===== config.mk =====
export PLATFORM = sky130hd
export DESIGN_NAME = forward_transform_tile_engine
export DESIGN_NICKNAME = d
export VERILOG_FILES = /design/src/rtl/forward_transform_tile_engine.sv
export SDC_FILE = /design/constraint.sdc
export NUM_CORES = 2
export LEC_CHECK = 0
export BUFFER_PORTS_ARGS = -buffer_cell sky130_fd_sc_hd__buf_2
export CAP_MARGIN = 25
export CORE_MARGIN = 2
export CORE_UTILIZATION = 45
export DETAILED_ROUTE_END_ITERATION = 16
export SYNTH_ARGS = -nofsm -noshare
export SYNTH_HDL_FRONTEND = slang
export SYNTH_SLANG_ARGS = --single-unit

===== constraint.sdc =====
create_clock -name in_clk -period 5.39 [get_ports in_clk]
set_clock_uncertainty 0.05 [all_clocks]
set_input_delay 0.539 -clock in_clk [delete_from_list [all_inputs] [get_ports in_clk]]
set_output_delay 0.539 -clock in_clk [all_outputs]
set_load 0.005 [all_outputs]

===== src/rtl/forward_transform_tile_engine.sv =====
// Forward 4x4 transform tile engine.
// Walks a FRAME_W x FRAME_H frame in raster-ordered 4x4 tiles, fetches each tile from a
// 1-cycle-latency pixel store, applies T = M*X*M^T (M = integer DCT or Hadamard) and streams
// the 16 coefficients of each tile over a valid/ready port.
module forward_transform_tile_engine #(
  parameter int unsigned PIX_W   = 9,
  parameter int unsigned FRAME_W = 8,
  parameter int unsigned FRAME_H = 8,
  localparam int unsigned ADDR_W = $clog2(FRAME_W * FRAME_H),
  localparam int unsigned COEF_W = PIX_W + 7,
  localparam int unsigned NT     = (FRAME_W / 4) * (FRAME_H / 4),
  localparam int unsigned TILE_W = (NT > 1) ? $clog2(NT) : 1
) (
  input  logic              in_clk,
  input  logic              in_rst_n,
  input  logic              in_start,
  input  logic              in_mode,
  input  logic              in_abort,
  output logic [ADDR_W-1:0] out_mem_addr,
  input  logic [PIX_W-1:0]  in_mem_data,
  output logic [COEF_W-1:0] out_coef,
  output logic              out_coef_valid,
  input  logic              in_coef_ready,
  output logic [3:0]        out_coef_idx,
  output logic [TILE_W-1:0] out_tile_idx,
  output logic              out_busy,
  output logic              out_done
);

  localparam int unsigned TILES_X = FRAME_W / 4;
  localparam int unsigned TILES_Y = FRAME_H / 4;
  localparam int unsigned TX_W    = (TILES_X > 1) ? $clog2(TILES_X) : 1;
  localparam int unsigned TY_W    = (TILES_Y > 1) ? $clog2(TILES_Y) : 1;

  localparam logic [2:0] StIdle = 3'd0;
  localparam logic [2:0] StLoad = 3'd1;
  localparam logic [2:0] StLast = 3'd2;
  localparam logic [2:0] StRow  = 3'd3;
  localparam logic [2:0] StCol  = 3'd4;
  localparam logic [2:0] StEmit = 3'd5;
  localparam logic [2:0] StDone = 3'd6;

  logic [2:0]        state_q, state_d;
  logic [3:0]        cnt_q, cnt_d;
  logic [3:0]        idx_q, idx_d;
  logic [TILE_W-1:0] tile_q, tile_d;
  logic [TX_W-1:0]   tx_q, tx_d;
  logic [TY_W-1:0]   ty_q, ty_d;
  logic              mode_q, mode_d;
  // Tracks which X entry the pixel arriving this cycle belongs to (read latency of 1).
  logic              cap_vld_q, cap_vld_d;
  logic [3:0]        cap_idx_q, cap_idx_d;

  logic [PIX_W-1:0]         x_q [16];
  logic [PIX_W-1:0]         x_d [16];
  logic signed [COEF_W-1:0] y_q [16];
  logic signed [COEF_W-1:0] y_d [16];
  logic signed [COEF_W-1:0] t_q [16];
  logic signed [COEF_W-1:0] t_d [16];
  logic signed [COEF_W-1:0] y_calc [16];
  logic signed [COEF_W-1:0] t_calc [16];

  logic [ADDR_W-1:0] row_a, col_a, addr_calc;

  // Row i of the selected matrix as four 3-bit two's-complement weights, column 0 in the MSBs.
  function automatic logic [11:0] row_weights(input logic mode, input logic [1:0] i);
    logic [11:0] row;
    case ({mode, i})
      3'b000, 3'b100: row = 12'b001_001_001_001;
      3'b001:         row = 12'b010_001_111_110;
      3'b010, 3'b110: row = 12'b001_111_111_001;
      3'b011:         row = 12'b001_110_010_111;
      3'b101:         row = 12'b001_001_111_111;
      3'b111:         row = 12'b001_111_001_111;
      default:        row = '0;
    endcase
    return row;
  endfunction

  // M[i][k] * v using only negate and shift, since weights are in {-2,-1,1,2}.
  function automatic logic signed [COEF_W-1:0] scale(input logic mode, input logic [1:0] i,
                                                     input logic [1:0] k,
                                                     input logic signed [COEF_W-1:0] v);
    logic [11:0] row;
    logic [2:0]  w;
    logic signed [COEF_W-1:0] res;
    row = row_weights(mode, i);
    case (k)
      2'd0:    w = row[11:9];
      2'd1:    w = row[8:6];
      2'd2:    w = row[5:3];
      default: w = row[2:0];
    endcase
    case (w)
      3'b001:  res = v;
      3'b111:  res = -v;
      3'b010:  res = v <<< 1;
      3'b110:  res = -(v <<< 1);
      default: res = '0;
    endcase
    return res;
  endfunction

  // Row pass: Y = X * M^T.
  always_comb begin
    logic signed [COEF_W-1:0] acc;
    y_calc = '{default: '0};
    for (int r = 0; r < 4; r++) begin
      for (int j = 0; j < 4; j++) begin
        acc = '0;
        for (int c = 0; c < 4; c++) begin
          acc = acc + scale(mode_q, 2'(j), 2'(c),
                            $signed({{(COEF_W - PIX_W){1'b0}}, x_q[r * 4 + c]}));
        end
        y_calc[r * 4 + j] = acc;
      end
    end
  end

  // Column pass: T = M * Y.
  always_comb begin
    logic signed [COEF_W-1:0] acc;
    t_calc = '{default: '0};
    for (int u = 0; u < 4; u++) begin
      for (int v = 0; v < 4; v++) begin
        acc = '0;
        for (int r = 0; r < 4; r++) begin
          acc = acc + scale(mode_q, 2'(u), 2'(r), y_q[r * 4 + v]);
        end
        t_calc[u * 4 + v] = acc;
      end
    end
  end

  // Raster address of tile pixel (r, c) = cnt[3:2], cnt[1:0].
  always_comb begin
    row_a     = ADDR_W'({ty_q, cnt_q[3:2]});
    col_a     = ADDR_W'({tx_q, cnt_q[1:0]});
    addr_calc = row_a * ADDR_W'(FRAME_W) + col_a;
  end

  // Control FSM next state; abort overrides every transition.
  always_comb begin
    state_d   = state_q;
    cnt_d     = cnt_q;
    idx_d     = idx_q;
    tile_d    = tile_q;
    tx_d      = tx_q;
    ty_d      = ty_q;
    mode_d    = mode_q;
    cap_vld_d = 1'b0;
    cap_idx_d = cnt_q;
    case (state_q)
      StIdle: begin
        if (in_start && !in_abort) begin
          state_d = StLoad;
          mode_d  = in_mode;
          tile_d  = '0;
          tx_d    = '0;
          ty_d    = '0;
          cnt_d   = '0;
          idx_d   = '0;
        end
      end
      StLoad: begin
        cap_vld_d = 1'b1;
        // Hold cnt at 15 so the address stays put during LAST.
        if (cnt_q == 4'd15) state_d = StLast;
        else                cnt_d   = cnt_q + 4'd1;
      end
      StLast: begin
        cnt_d   = '0;
        state_d = StRow;
      end
      StRow: state_d = StCol;
      StCol: state_d = StEmit;
      StEmit: begin
        if (in_coef_ready) begin
          if (idx_q == 4'd15) begin
            idx_d = '0;
            if (tile_q == TILE_W'(NT - 1)) begin
              state_d = StDone;
            end else begin
              state_d = StLoad;
              tile_d  = tile_q + TILE_W'(1);
              if (tx_q == TX_W'(TILES_X - 1)) begin
                tx_d = '0;
                ty_d = ty_q + TY_W'(1);
              end else begin
                tx_d = tx_q + TX_W'(1);
              end
            end
          end else begin
            idx_d = idx_q + 4'd1;
          end
        end
      end
      StDone:  state_d = StIdle;
      default: state_d = StIdle;
    endcase
    if (in_abort) begin
      state_d   = StIdle;
      cnt_d     = '0;
      idx_d     = '0;
      cap_vld_d = 1'b0;
    end
  end

  // Datapath next state: pixel capture and the two registered transform passes.
  always_comb begin
    x_d = x_q;
    y_d = y_q;
    t_d = t_q;
    if (cap_vld_q) x_d[cap_idx_q] = in_mem_data;
    if (state_q == StRow) y_d = y_calc;
    if (state_q == StCol) t_d = t_calc;
  end

  // State and datapath registers.
  always_ff @(posedge in_clk or negedge in_rst_n) begin
    if (!in_rst_n) begin
      state_q   <= StIdle;
      cnt_q     <= '0;
      idx_q     <= '0;
      tile_q    <= '0;
      tx_q      <= '0;
      ty_q      <= '0;
      mode_q    <= 1'b0;
      cap_vld_q <= 1'b0;
      cap_idx_q <= '0;
      for (int i = 0; i < 16; i++) begin
        x_q[i] <= '0;
        y_q[i] <= '0;
        t_q[i] <= '0;
      end
    end else begin
      state_q   <= state_d;
      cnt_q     <= cnt_d;
      idx_q     <= idx_d;
      tile_q    <= tile_d;
      tx_q      <= tx_d;
      ty_q      <= ty_d;
      mode_q    <= mode_d;
      cap_vld_q <= cap_vld_d;
      cap_idx_q <= cap_idx_d;
      x_q       <= x_d;
      y_q       <= y_d;
      t_q       <= t_d;
    end
  end

  // Outputs decoded from state; coefficient and address forced to 0 when not meaningful.
  always_comb begin
    out_coef_valid = (state_q == StEmit);
    out_coef       = out_coef_valid ? t_q[idx_q] : '0;
    out_coef_idx   = idx_q;
    out_tile_idx   = tile_q;
    out_busy       = (state_q != StIdle);
    out_done       = (state_q == StDone);
    out_mem_addr   = (state_q == StLoad || state_q == StLast) ? addr_calc : '0;
  end

endmodule

### Yosys cells after proc, flatten, opt, wreduce, memory -nomap -nowiden

Index checks and enable logic that the tools add are counted.

| operators by class | value |
|---|---|
| add/sub/neg operators | 166 |
| order comparisons | 3 |
| eq/ne operators | 51 |
| muxes and demuxes | 107 |
| bitwise gates (word level) | 3 |
| reduce and logical (&&, ||, !) cells | 15 |

Operators with widths:

| operator | number |
|---|---|
| $pmux W16 S4 | 64 |
| $add A16 B16 Y16 | 76 |
| $neg A16 Y16 | 32 |
| $neg A10 Y16 | 16 |
| $neg A9 Y16 | 16 |
| $bwmux W144 | 1 |
| $add A10 B16 Y16 | 4 |
| $add A16 B10 Y16 | 4 |
| $bmux W16 S4 | 1 |
| $eq A3 B3 Y1 const B | 19 |
| $add A11 B9 Y12 | 4 |
| $mux W16 | 3 |
| $pmux W12 S2 | 2 |
| $add A10 B9 Y11 | 4 |
| $add A9 B9 Y10 | 4 |
| $demux W9 S4 | 1 |
| $eq A3 B2 Y1 const B | 10 |
| $eq A3 B1 Y1 const B | 9 |
| $mux W4 | 6 |
| $mux W3 | 6 |
| $pmux W3 S6 | 1 |
| $pmux W4 S3 | 1 |
| $mux W1 | 11 |
| $ge A5 B5 Y1 const B | 2 |
| 31 further kinds | 48 |

| word-level totals | value |
|---|---|
| bits in registers | 677 |
| bits of input ports | 15 |
| output and inout bits | 31 |

### Logic depth before layout (Yosys ltp)

| logic depth | value |
|---|---|
| depth in word-level cells | 7 |
| depth in mapped cells | 22 |
| depth with buffers taken out | 20 |

### Worst setup path after synthesis

No wires, ideal clock.

| timing | value |
|---|---|
| path type | register -> register |
| start point | register mode_q |
| end point | register y_q[78] (netlist name) |
| arrival time | 5170 ps |
| setup slack | 101 ps |
| cell stages (with the launch flop) | 20 |
| path buffers | 5 |
| clock period less this slack | 5289 ps |
| cells stage by stage | dfrtp_1 -> clkbuf_1 -> clkbuf_1 -> buf_1 -> clkbuf_1 -> buf_1 -> mux2_2 -> fa_1 -> inv_1 -> fa_1 -> inv_1 -> ha_1 -> a21o_1 -> a21oi_1 -> o21ai_0 -> a41oi_1 -> o21ai_0 -> a21oi_1 -> or4b_2 -> nand3_1 |

| between the ends | value |
|---|---|
| cells in the longest elaborated chain, start to end | 7 |
| elaborated cells between the ends (all ways) | 15 |
| classes of those cells | 3 x add/sub; 8 x eq/ne; 3 x mux; 1 x bitwise |

RTL lines:

| what | RTL line | text |
|---|---|---|
| from (decl) | 49 | `logic mode_q, mode_d;` |
| from (signal assigned) | 243 | `mode_q <= mode_d;` |
| $not A1 Y1 | 68 | `case ({mode, i})` |
| $pmux W12 S2 (*) | 68 |  |
| $eq A3 B3 Y1, or another cell as far along | 94 | `case (w)` |
| $pmux W16 S4 | 94 |  |
| $add A16 B16 Y16 | 112 | `acc = acc + scale(mode_q, 2'(j), 2'(c),` |
| $add A16 B16 Y16 (*) (2 in a row) | 112 |  |
| to (signal assigned) | 247 | `y_q <= y_d;` |
| to (decl) | 56 | `logic signed [COEF_W-1:0] y_q [16];` |

Every way passes the cells marked *; elsewhere a longest branch is shown, timed or not. The select of a mux whose other input is x is not followed.
A chain may end at the register's enable or synchronous reset.

### Worst setup path in the final report

| timing | value |
|---|---|
| start point | register y_q[130] (netlist name) |
| end point | register t_q[79] (netlist name) |

| between the ends | value |
|---|---|
| cells in the longest elaborated chain, start to end | 4 |

RTL lines:

| what | RTL line | text |
|---|---|---|
| $neg A16 Y16 | 96 | `3'b111: res = -v;` |
| $add A16 B16 Y16 (3 in a row) | 128 | `acc = acc + scale(mode_q, 2'(u), 2'(r), y_q[r * 4 + v]);` |
| to (signal assigned) | 248 | `t_q <= t_d;` |
| to (decl) | 58 | `logic signed [COEF_W-1:0] t_q [16];` |

Every way passes these cells.

==> results.txt <==
Status: completed
CTS buffer count: 87
Slew Limit Fails: 0
Max clock buf depth: 3
Final setup fails: 0
Register area: 16400 um^2
Number of port buffers: 45
Final Net Count: 9401
Post-layout worst setup margin: 0.247 ns
Seq/Total Area, Yosys: 0.224
Number of flops mapped to enable cells by yosys: 0
Synth Area in Compound Gates: 0.116
H-tree Lvls: 3
Area leader, netlist: dfrtp_1
Post-synthesis mux area share: 0.0827
Post-Synth XOR/XNOR Area: 0.0738
Vias: 58.0k
Area of the multi-input gates: 51400 um^2
Async S/R FF share, synth: 1.00
Non-Filler Instances: 10.2k
DRT Pass-1 Iters: 6
Clock sinks: 654
Relative slew slack: 0.190
Max cap viols: 0
Hold Path Cell Cnt: 2
Final hold vios: 0
Worst hold slack: 0.101 ns
Syn_nets: 9258
Cell variety after synth: 72
HPWL Detailed: 224000 um
Post-synth top flop: dfrtp_1
Clock slew at the register clock pins of the worst setup and hold paths: 0.06 ns
Share of cells above drive strength 1: 0.0925
Clock Latency Late Sink: 0.73 ns
Design Area, Final: 80400 um^2
DR WL/cell: 25.9 um
Initial Util: 0.454
Routability congestion estimate from global placement: 1.05
Largest family of logic cells by synthesized area: adder cells
Critical Path RT: 5.95 ns
Mean post-synth cell area: 9.30 um^2
Dpl ws: -0.0704 ns
Top cells by count, synth: inv_1 (1172), nand2_1 (868), fa_1 (747)
Root buf cell: clkbuf_16
Die area: 166000 um^2
DRC viols: 0
Placed cell area: 77200 um^2
FF-to-FF Start: y_q[130]
Antenna-violating nets left: 0
Startpoint Class: register
Vias in the first global route: 57.5k
1st-iter DRT viols: 5283
Reg2reg path depth: 15
Initial antenna violation count: 19
Routed WL: 265000 um
FF+latch count, synth: 654
CP arrival: 5.70 ns
Area share of the largest cell type after synthesis: 0.224
FF-to-FF End: t_q[79]
Chip width: 407 um
GRT Total Usage: 0.324
Tmin final: 5.14 ns
Vias per inst: 5.66
Unrepaired setup endpoints after global routing: false
Min-delay src: in_abort
Hold WC Path Type: in2reg
Core area: 161000 um^2
R2R setup slack: 0.25 ns
Crit path max fanout: 4
Count leader, synth: inv_1
First-pass GRT wire length: 389000 um
Post-CTS setup buffers: 0
Placed insts: 10.1k
Rows: 147
Top achievable clock speed: 0.194 GHz
WHS Endpoint: out_coef_idx[0]
Fillers: 15.1k
Layout area overhead: 10.0%
Synth area leaders: dfrtp_1 (22%), fa_1 (20%), ha_1 (11%), inv_1 (6.0%), xnor2_1 (4.6%)
Worst-margin pin slew: 1.22 ns
Synth Area in Adders: 0.314
Post-Synthesis Cells: 7858
Synth warnings: 0
CTS tree: yes
WS Path Type: reg2reg
Global route overflow: 0
I/O pins: 46
Post-Syn Area: 73100 um^2
Pin count of the biggest net entering global routing: 160
Final Cycle Share: 0.954
Setup crit end kind: register
Synth Area in Simple Gates: 0.116
DIE HEIGHT: 407 um
## registers in the layout, indices dropped and copies added (netlist names)
signal        cells
cap_idx_q         4
cap_vld_q         1
state_q           3
ty_q              1
y_q             236
mode_q            1
cap_idx_d         4
t_q             253
out_coef_idx      4
tx_q              1
out_tile_idx      2
x_q             144
## through the flow
stage | setup TNS [ns] | util
2_1_floorplan | 0 | -
3_3_place_gp | -0.00619 | 0.480
3_5_place_dp | -0.0704 | 0.480
4_1_cts | 0 | 0.499
5_1_grt | 0 | 0.499
6_report | 0 | 0.499
## worst max path at each step
stage | startpoint | end | slack [ns] | cells after the start
2_1_floorplan | mode_q | y_q[78] | 0.10 | 19
3_3_place_gp | y_q[52] | t_q[62] | -0.006 | 17
3_5_place_dp | y_q[52] | t_q[62] | -0.07 | 17
4_1_cts | x_q[84] | y_q[175] | 0.14 | 17
5_1_grt | y_q[37] | t_q[174] | 0.003 | 18
6_report | y_q[130] | t_q[79] | 0.25 | 15
## cells in the final DEF, fill, tap and decap left out, types with 26 or more instances in the layout
cell,synthesis,routed
or4_1,45,45
mux2_2,172,172
xor2_1,228,228
o211ai_1,26,26
and3_1,27,26
xnor2_1,386,385
ha_1,638,638
o21a_1,68,68
a31oi_1,52,52
mux4_2,77,77
dfrtp_1,654,651
o21bai_1,28,28
buf_4,0,236
or3_1,54,53
nand2_1,868,867
nand2b_1,78,78
buf_2,2,46
nor4_1,33,31
fa_1,747,747
nand3_1,90,90
inv_1,1172,1171
a21oi_1,272,272
nor2_1,341,340
a211oi_1,29,29
mux2i_1,237,237
o31ai_1,63,63
o21ai_0,671,670
a21boi_0,26,26
and2_1,44,44
nor2b_1,47,47
a21o_1,93,93
clkbuf_16,0,88
nor3_1,144,142
## layout make-up
cell class | count | area share
Clock buffer | 116 | 0.0312
Multi-Input combinational cell | 5779 | 0.640
Antenna cell | 6 | 0.000187
Sequential cell | 654 | 0.204
Timing Repair Buffer | 305 | 0.0303
Tap cell | 2160 | 0.0336
Inverter | 1174 | 0.0549
Clock inverter | 39 | 0.00607
## critical path, stage by stage (launching register included)
cell	delay, ns
dfrtp_1	0.37
or4_1	0.58
nor3_1	0.40
nand2_1	0.19
xor2_1	0.21
fa_1	0.51
inv_1	0.06
fa_1	0.50
inv_1	0.04
ha_1	0.22
or4_1	0.44
o2111ai_1	0.36
a211oi_1	0.15
a2111oi_0	0.55
xnor2_1	0.12
mux2_2	0.27
## cells by family (layout without fill, tap and decap cells)
kind of cell | after synthesis | count (layout)
AO/OA/AOI/OAI | 1436 | 1436
XOR/XNOR | 615 | 615
adder cells (fa/ha/maj) | 1385 | 1385
buffers and inverters | 1425 | 1634
flip-flops | 654 | 654
multiplexers | 486 | 486
other | 0 | 6
AND/OR/NAND/NOR | 1857 | 1857
## timing repair
| item | CTS | global route |
|---|---|---|
| hold endpoints to repair | 71 | 0 |
| pin swaps | 0 | 0 |
| gates resized for setup | 1 | 12 |
| hold buffers | 2 | 0 |
| setup endpoints to repair | 1 | 13 |
## metal layers
metal / vias to the layer above / global-route usage / share of wire
met5: - / 0 / 0.00022
met4: 10 / 0.165 / 0.060
met3: 413 / 0.0558 / 0.075
met2: 2019 / 0.492 / 0.44
met1: 29100 / 0.445 / 0.43
li1: 26400 / - / -
Power is left out: the tool's default activity adds up to more than one toggle a clock period on the data nets, which glitch-free logic cannot reach.
